$ cat src/rtl/gray_conv_pipe.sv
// gray_conv_pipe
// Streaming Gray/binary converter. Each sample carries its own direction bit.
// Gray-to-binary splits the MSB-first XOR chain across STAGES registers, so
// each stage only resolves about WIDTH/STAGES bits. Binary-to-Gray finishes in
// stage 1 and then rides through the remaining stages, so both directions
// have the same latency.
// A single-step checker looks at successive Gray inputs and flags any sample
// that differs from the previous Gray input in more than one bit. The flag
// travels with the sample. A saturating counter totals flagged samples as
// they leave the converter.
// The whole pipeline shifts only when the output slot is empty or is being
// consumed. There is no bubble collapsing.
module gray_conv_pipe #(
    parameter int WIDTH         = 8,
    parameter int STAGES        = 2,
    parameter int ERR_CNT_WIDTH = 8
) (
    input  logic                     clk,
    input  logic                     rst,
    input  logic                     in_valid,
    output logic                     in_ready,
    input  logic [WIDTH-1:0]         in_data,
    input  logic                     in_mode,
    output logic                     out_valid,
    input  logic                     out_ready,
    output logic [WIDTH-1:0]         out_data,
    output logic                     out_mode,
    output logic                     out_step_err,
    output logic [ERR_CNT_WIDTH-1:0] err_cnt,
    input  logic                     err_clr
);

    // Number of Gray bits resolved per stage (the last stages may resolve fewer or none)
    localparam int CHUNK = (WIDTH + STAGES - 1) / STAGES;

    if (WIDTH < 2) begin : g_bad_width
        $error("gray_conv_pipe: WIDTH must be at least 2");
    end
    if (STAGES < 1 || STAGES > WIDTH) begin : g_bad_stages
        $error("gray_conv_pipe: STAGES must lie in 1..WIDTH");
    end
    if (ERR_CNT_WIDTH < 1) begin : g_bad_cnt
        $error("gray_conv_pipe: ERR_CNT_WIDTH must be at least 1");
    end

    // Resolve the slice of the Gray-to-binary chain owned by stage k (1-based).
    // Bits above the slice are already binary. The slice is resolved MSB first,
    // so each bit XORs with the binary bit just above it. Bits below the slice
    // are still Gray and pass through unchanged.
    function automatic logic [WIDTH-1:0] g2b_stage(input logic [WIDTH-1:0] v, input int k);
        logic [WIDTH-1:0] r;
        int               hi;
        int               lo;
        r  = v;
        hi = WIDTH - 1 - (k - 1) * CHUNK;
        lo = WIDTH - k * CHUNK;
        if (lo < 0) begin
            lo = 0;
        end
        for (int i = WIDTH - 2; i >= 0; i--) begin
            if (i <= hi && i >= lo) begin
                r[i] = r[i+1] ^ v[i];
            end
        end
        return r;
    endfunction

    // Binary to reflected Gray code in one step
    function automatic logic [WIDTH-1:0] bin_to_gray(input logic [WIDTH-1:0] b);
        return b ^ (b >> 1);
    endfunction

    // True when the two codes differ in more than one bit position
    function automatic logic multi_bit_step(input logic [WIDTH-1:0] a, input logic [WIDTH-1:0] b);
        logic [WIDTH-1:0] x;
        int               n;
        x = a ^ b;
        n = 0;
        for (int i = 0; i < WIDTH; i++) begin
            if (x[i]) begin
                n++;
            end
        end
        return n > 1;
    endfunction

    // Counter increment that sticks at all-ones
    function automatic logic [ERR_CNT_WIDTH-1:0] sat_inc(input logic [ERR_CNT_WIDTH-1:0] c);
        return (&c) ? c : c + 1'b1;
    endfunction

    logic                           advance;
    logic                           in_fire;
    logic                           in_step_err;

    logic [STAGES-1:0]              vld_q;
    logic [STAGES-1:0]              vld_d;
    logic [STAGES-1:0]              mode_q;
    logic [STAGES-1:0]              mode_d;
    logic [STAGES-1:0]              serr_q;
    logic [STAGES-1:0]              serr_d;
    logic [STAGES-1:0][WIDTH-1:0]   data_q;
    logic [STAGES-1:0][WIDTH-1:0]   data_d;

    logic [WIDTH-1:0]               prev_gray_q;
    logic [WIDTH-1:0]               prev_gray_d;
    logic                           prev_vld_q;
    logic                           prev_vld_d;

    logic [ERR_CNT_WIDTH-1:0]       err_cnt_q;
    logic [ERR_CNT_WIDTH-1:0]       err_cnt_d;

    assign out_valid    = vld_q[STAGES-1];
    assign out_data     = data_q[STAGES-1];
    assign out_mode     = mode_q[STAGES-1];
    assign out_step_err = serr_q[STAGES-1];
    assign err_cnt      = err_cnt_q;

    // Global shift enable: the output slot is free or is being drained this cycle
    always_comb begin
        advance  = !out_valid || out_ready;
        in_ready = advance;
        in_fire  = in_valid && advance;
    end

    // Single-step check against the last accepted Gray input. Binary-mode samples are ignored.
    always_comb begin
        prev_gray_d = prev_gray_q;
        prev_vld_d  = prev_vld_q;
        in_step_err = !in_mode && prev_vld_q && multi_bit_step(in_data, prev_gray_q);
        if (in_fire && !in_mode) begin
            prev_gray_d = in_data;
            prev_vld_d  = 1'b1;
        end
    end

    // Next state of every pipeline stage. Everything holds unless advance is high.
    always_comb begin
        vld_d  = vld_q;
        mode_d = mode_q;
        serr_d = serr_q;
        data_d = data_q;
        if (advance) begin
            vld_d[0]  = in_valid;
            mode_d[0] = in_mode;
            serr_d[0] = in_step_err;
            data_d[0] = in_mode ? bin_to_gray(in_data) : g2b_stage(in_data, 1);
            for (int s = 1; s < STAGES; s++) begin
                vld_d[s]  = vld_q[s-1];
                mode_d[s] = mode_q[s-1];
                serr_d[s] = serr_q[s-1];
                data_d[s] = mode_q[s-1] ? data_q[s-1] : g2b_stage(data_q[s-1], s + 1);
            end
        end
    end

    // Error counter: clear wins over an increment in the same cycle
    always_comb begin
        err_cnt_d = err_cnt_q;
        if (err_clr) begin
            err_cnt_d = '0;
        end else if (out_valid && out_ready && out_step_err) begin
            err_cnt_d = sat_inc(err_cnt_q);
        end
    end

    // Pipeline registers. Reset drops everything in flight.
    always_ff @(posedge clk or posedge rst) begin
        if (rst) begin
            vld_q  <= '0;
            mode_q <= '0;
            serr_q <= '0;
            data_q <= '0;
        end else begin
            vld_q  <= vld_d;
            mode_q <= mode_d;
            serr_q <= serr_d;
            data_q <= data_d;
        end
    end

    // Gray history register used by the single-step check
    always_ff @(posedge clk or posedge rst) begin
        if (rst) begin
            prev_gray_q <= '0;
            prev_vld_q  <= 1'b0;
        end else begin
            prev_gray_q <= prev_gray_d;
            prev_vld_q  <= prev_vld_d;
        end
    end

    // Saturating step-error counter register
    always_ff @(posedge clk or posedge rst) begin
        if (rst) begin
            err_cnt_q <= '0;
        end else begin
            err_cnt_q <= err_cnt_d;
        end
    end

endmodule
$ cat config.mk
export PLATFORM = sky130hd
export DESIGN_NAME = gray_conv_pipe
export DESIGN_NICKNAME = d
export VERILOG_FILES = /design/src/rtl/gray_conv_pipe.sv
export SDC_FILE = /design/constraint.sdc
export NUM_CORES = 1
export LEC_CHECK = 0
export ABC_AREA = 0
export CAP_MARGIN = 20
export CORE_ASPECT_RATIO = 1.2
export CORE_MARGIN = 5
export CORE_UTILIZATION = 50
export DETAILED_ROUTE_END_ITERATION = 8
export PLACE_DENSITY = 0.86
export SETUP_SLACK_MARGIN = 0.5
export SLEW_MARGIN = 25
export SYNTH_ARGS = -nofsm -noshare
export SYNTH_HDL_FRONTEND = slang
export SYNTH_SLANG_ARGS = --single-unit
$ cat constraint.sdc
create_clock -name clk -period 4.03 [get_ports clk]
set_input_delay 0.806 -clock clk [delete_from_list [all_inputs] [get_ports clk]]
set_output_delay 0.806 -clock clk [all_outputs]
set_load 0.005 [all_outputs]
# Word level (Yosys, flattened, before mapping)
# Index checks and enable logic that the tools add are counted.
# Widths: inputs -> output; s select.
[totals] elab_cells=57 regBits=39
[op_classes] muxes=18 n_reduce_logical=12 n_lt_le_gt_ge=1 n_bitwise=9 n_addsub=8 n_eq_ne=1
[ops] op="$add 32x2->32 const B" count=7
[ops] op="$mux 32" count=7
[ops] op="$gt 32x2->1 const B" count=1
[ops] op="$mux 8" count=4
[ops] op="$add 8x1->8 const B" count=1
[ops] op="$reduce_and 8->1" count=1
[ops] op="$xor 8x7->8" count=1
[ops] op="$xor 8x8->8" count=1
[ops] op="$xor 1x1->1" count=7
[ops] op="$logic_and 1x1->1" count=6
[ops] op="$mux 1" count=6
[ops] op="$mux 4" count=1
[ops] op="$logic_not 1->1" count=2
[ops] op="$ne 2x2->1 const B" count=1
[ops] op="$reduce_and 2->1" count=1
[ops] op="$reduce_bool 2->1" count=1
[ops] op="$logic_or 1x1->1" count=1

# Logic depth before layout (Yosys ltp)
[depth] depth_word=18 depth_mapped=23

# Worst setup path before layout
# Ideal clock, no wire load.
[synth_path] path_type="input to register" from="in in_data[0]" to="reg serr_q[0]" t_required_ns=3.901 n_path_buf=0 t_arrival_ns=4.351 setup_ns=0.129 setup_slack_ns=-0.450 stages=19 path_cell_list="xnor2_1 -> ha_1 -> xor3_2 -> ha_1 -> o21ai_0 -> a21oi_1 -> nand2b_1 -> ha_1 -> nor2_1 -> a21oi_1 -> nor2_1 -> inv_1 -> ha_1 -> nand2_1 -> o21ai_0 -> ha_1 -> or3_1 -> o211ai_1 -> a31oi_1"
[synth_via] elab_chain_len=18
[synth_lines] element="from (decl)" line="22" source="input logic [WIDTH-1:0] in_data,"
[synth_lines] element="$xor 8x8->8 *" line="77" source="x = a ^ b;"
[synth_lines] element="$mux 1 *" line="80" source="if (x[i]) begin"
[synth_lines] element="$add 32x2->32" line="81" source="n++;"
[synth_lines] element="$mux 32 *" line="80"
[synth_lines] element="$add 32x2->32" line="81"
[synth_lines] element="$mux 32 *" line="80"
[synth_lines] element="$add 32x2->32" line="81"
[synth_lines] element="$mux 32 *" line="80"
[synth_lines] element="(+2 left out)"
[synth_lines] element="$add 32x2->32" line="81"
[synth_lines] element="$mux 32 *" line="80"
[synth_lines] element="$add 32x2->32" line="81"
[synth_lines] element="$mux 32 *" line="80"
[synth_lines] element="$add 32x2->32" line="81"
[synth_lines] element="$mux 32 *" line="80"
[synth_lines] element="$gt 32x2->1 *" line="84" source="return n > 1;"
[synth_lines] element="$logic_and 1x1->1 *" line="130" source="in_step_err = !in_mode && prev_vld_q && multi_bit_step(in_data, prev_gray_q);"
[synth_lines] element="to (signal assigned)" line="177" source="serr_q <= serr_d;"
[synth_lines] element="to (decl)" line="100" source="logic [STAGES-1:0] serr_q;"
# Mark *: on every way between the ends. The rest lies on a longest branch, timed or not.
# A chain may end at the register's enable or synchronous reset.

# Worst setup path in the final report
[layout_path] from="in in_data[1]" to="reg serr_q[0]"
[layout_via] elab_chain_len=16
[layout_lines] element="$xor 8x8->8 *" line="77"
[layout_lines] element="$mux 32 *" line="80"
[layout_lines] element="$add 32x2->32" line="81"
[layout_lines] element="$mux 32 *" line="80"
[layout_lines] element="$add 32x2->32" line="81"
[layout_lines] element="$mux 32 *" line="80"
[layout_lines] element="$add 32x2->32" line="81"
[layout_lines] element="$mux 32 *" line="80"
[layout_lines] element="$add 32x2->32" line="81"
[layout_lines] element="$mux 32 *" line="80"
[layout_lines] element="$add 32x2->32" line="81"
[layout_lines] element="$mux 32 *" line="80"
[layout_lines] element="$add 32x2->32" line="81"
[layout_lines] element="$mux 32 *" line="80"
[layout_lines] element="$gt 32x2->1 *" line="84"
[layout_lines] element="$logic_and 1x1->1 *" line="130"
# Marks and branches as above.

==> out/qor.yml <==
status:
  run_status: "complete, but fails checks"
  violations: "negative setup slack"
logic_synthesis:
  ys.warnings.count: 0
  synth_cell_types: 43
  synthArstFlopShare_pct: 100
  synth_top_cell_area_share_pct: 39.2
  synth_ff_type: "dfrtp_1"
  synth_cells: 264
  synth_nets: 286
  yosysTopAreaCell: "dfrtp_1"
  yosys-top-cells-count: "nand2_1 (50), dfrtp_1 (39), nor2_1 (19), xnor2_1 (19), xor2_1 (19)"
  ys_ff_latch: 39
  synth.avg_cell_area_um2: 9.42
  synth.most_common_cell: "nand2_1"
  yosysSeqAreaShare_pct: 39.2
  syn_area_um2: 2490
  synth-edff-count: 0
  netlist_top_cells_area: "dfrtp_1 (39%), nand2_1 (7.5%), xnor2_1 (6.7%)"
clocking:
  clock_latency_ns: 0.29
  numCtsBuffers: 5
  numClockSinks: 39
  htreeDepth: 2
  cts_root_buffer: "clkbuf_8"
  clock_path_buffers: 2
  path_clk_slew_ns: 0.08
  cts_tree: "yes"
drt:
  viasPerCell: 5.34
  via_count: 2061
  drc_errors: 0
  drt-wirelength-per-cell_um: 15.1
  routed_wl_mm: 5.85
  dr.pass1.iters: 4
  ant_nets: 0
  drt_iter0_markers: 112
die:
  chipHeight_um: 87.3
  die_area_um2: 6490
  core-area_um2: 4870
  io_pins: 34
  die_w_um: 74.4
  rows: 28
  floorplan.initialDensity_pct: 51.1
setup_path:
  critPathKind: "primary input to flip-flop"
  rr_startpoint: "prev_gray_q[1]"
  critPathMaxStageDelay_ns: 0.40
  cp.required_ns: 4.19
  cp-end-kind: "flip-flop"
  cpMostUsedCell: "ha_1"
  critPathSlowestCell: "or3_4"
  crit_chain: "buf_8 > xnor2_4 > buf_6 > or3_4 > o21ai_4 > xnor2_1 > o21ai_1 > ha_1 > nand2_2 > nand2b_1 > ha_1 > nor2_2 > a21oi_2 > nor2_1 > inv_1 > ha_4 > nand2_4 > o21ai_2 > ha_1 > or3_1 > o211ai_1 > a31oi_1"
  arrival_ns: 4.41
  startpoint: "in_data[1]"
  path_max_fanout: 3
  start_kind: "primary input"
finish:
  num_antenna_cells: 0
  utilization_pct: 68.1
  fin_nets: 347
  layout-drive-gt1-share_pct: 27.0
  design_area_um2: 3320
  syn_to_final_growth_pct: 33.4
  fillers: 373
power_and_ir_drop:
  p_leak_nw: 1.45
  power.total_mw: 2.52
  power_density_nw_per_um2: 760
  ir_worst_vdd_v: 0.000461
grt:
  grt_pass1_vias: 2048
  track_usage_pct: 18.6
  grt_pass1_wl_mm: 9.28
  grt_start_max_net_pins: 40
  grt-ovfl-total: 0
  antenna_found_initial: 0
sta:
  max_freq_mhz: 235
  fin_hold_ws_ns: 0.464
  setup_viol: 1
  finalHoldViolCount: 0
  finalWorstSetupSlack_ns: -0.217
  slew_violations: 0
  rsz0062_at_grt: "yes"
  clock_skew_ns: 0.00470
  worst_slew_pin_slew_ns: 0.890
  finalCritPeriodShare_pct: 105
  slew_headroom_pct: 40.4
  layout_min_cycle_time_ns: 4.25
  fin_tns_setup_ns: -0.217
placement:
  place_hpwl_mm: 3.83
  port_buffers: 33
  globalplace.congestion: 0.926
  placed_area_um2: 3050
min_path:
  min_from: "vld_q[0]"
  holdCritPathClass: "flip-flop to flip-flop"
flow_run:
  maxCapViolCount: 0
==> worst max-delay path, delay by kind of cell <==
| kind | cells | cell delay (ns) |
|---|---|---|
| adders and majority gates | 4 | 1.19 |
| buffers and inverters | 3 | 0.33 |
| AOI/OAI and AO/OA | 6 | 0.53 |
| xor gates and xnor gates | 2 | 0.28 |
| and+or+nand+nor | 7 | 1.28 |
==> final cells by class <==
class | count | area, um^2 | area share, %
inverter | 10 | 37.5 | 1.13
multi-input combinational | 199 | 1490 | 45.0
tap | 60 | 75.1 | 2.26
clock buffer | 6 | 82.6 | 2.49
timing repair buffer | 70 | 619 | 18.7
sequential | 39 | 976 | 29.4
clock inverter | 2 | 35.0 | 1.06
==> cells by family (layout without fill, tap and decap cells) <==
group,count (synthesis),in the layout,synth area share [%]
AO/OA/AOI/OAI,38,38,9.26
AND/OR/NAND/NOR,99,99,18.8
buffers and inverters,26,88,6.04
XOR/XNOR,44,44,18.2
flip-flops,39,39,39.2
multiplexers,10,10,4.43
adder cells (fa/ha/maj),8,8,4.02
==> registers in the layout, indices dropped and copies added, names as in the netlist <==
register,flops
data_q,8
err_cnt,8
out_data,8
prev_gray_q,8
mode_q,2
serr_q,2
vld_q,2
prev_vld_q,1
==> final timing paths <==
| kind | to | slack, ns | cells after the start |
|---|---|---|---|
| min in group asynchronous | data_q[0] | 0.93 | 3 |
| hold / removal | vld_q[0] | 0.46 | 2 |
| setup / recovery | serr_q[0] | -0.22 | 22 |
| setup reg to reg | serr_q[0] | -0.06 | 21 |
| max in group asynchronous | err_cnt[2] | 2.76 | 3 |
| hold reg to reg | vld_q[0] | 0.46 | 2 |
==> metal layers <==
layer  global-route usage, %  vias to the layer above  part of all wire (%)
li1                        -                      993                     -
met1                    22.1                      971                    39
met2                    31.9                       71                    50
met3                    3.12                       26                   5.6
met4                    9.39                        0                   5.3
met5                       0                        -                     0
==> report_power, final <==
| part | total (mW) | leakage, nW | switching [mW] | internal [mW] |
|---|---|---|---|---|
| Sequential | 0.528 | 0.477 | 0.0615 | 0.467 |
| Combinational | 1.65 | 0.913 | 0.761 | 0.892 |
| Clock | 0.341 | 0.0612 | 0.141 | 0.200 |
==> metrics by stage <==
stage	setup WS, ns	instances
floorplan	-0.195	264
CTS	-0.0852	383
detailed placement	-0.894	368
global placement	-0.720	368
finish	-0.217	386
global route	-0.400	386
==> timing repair <==
item,CTS,global route
hold buffers,0,0
setup buffers,7,3
gates resized for setup,19,11
endpoints found under the setup margin,1,1
pin swaps,11,10
==> cells in the final DEF, fill, tap and decap left out, types with 6 or more instances in the layout <==
master / synthesis / final
mux2_2: 8 / 8
clkdlybuf4s50_1: 0 / 30
a21oi_1: 9 / 7
dfrtp_1: 39 / 39
buf_4: 8 / 35
xnor2_1: 19 / 17
nand2_1: 50 / 48
xor2_1: 19 / 18
inv_1: 8 / 8
nor2_1: 19 / 18
clkbuf_8: 0 / 6
o21ai_0: 16 / 12
Power figures use the tool's default switching activity.
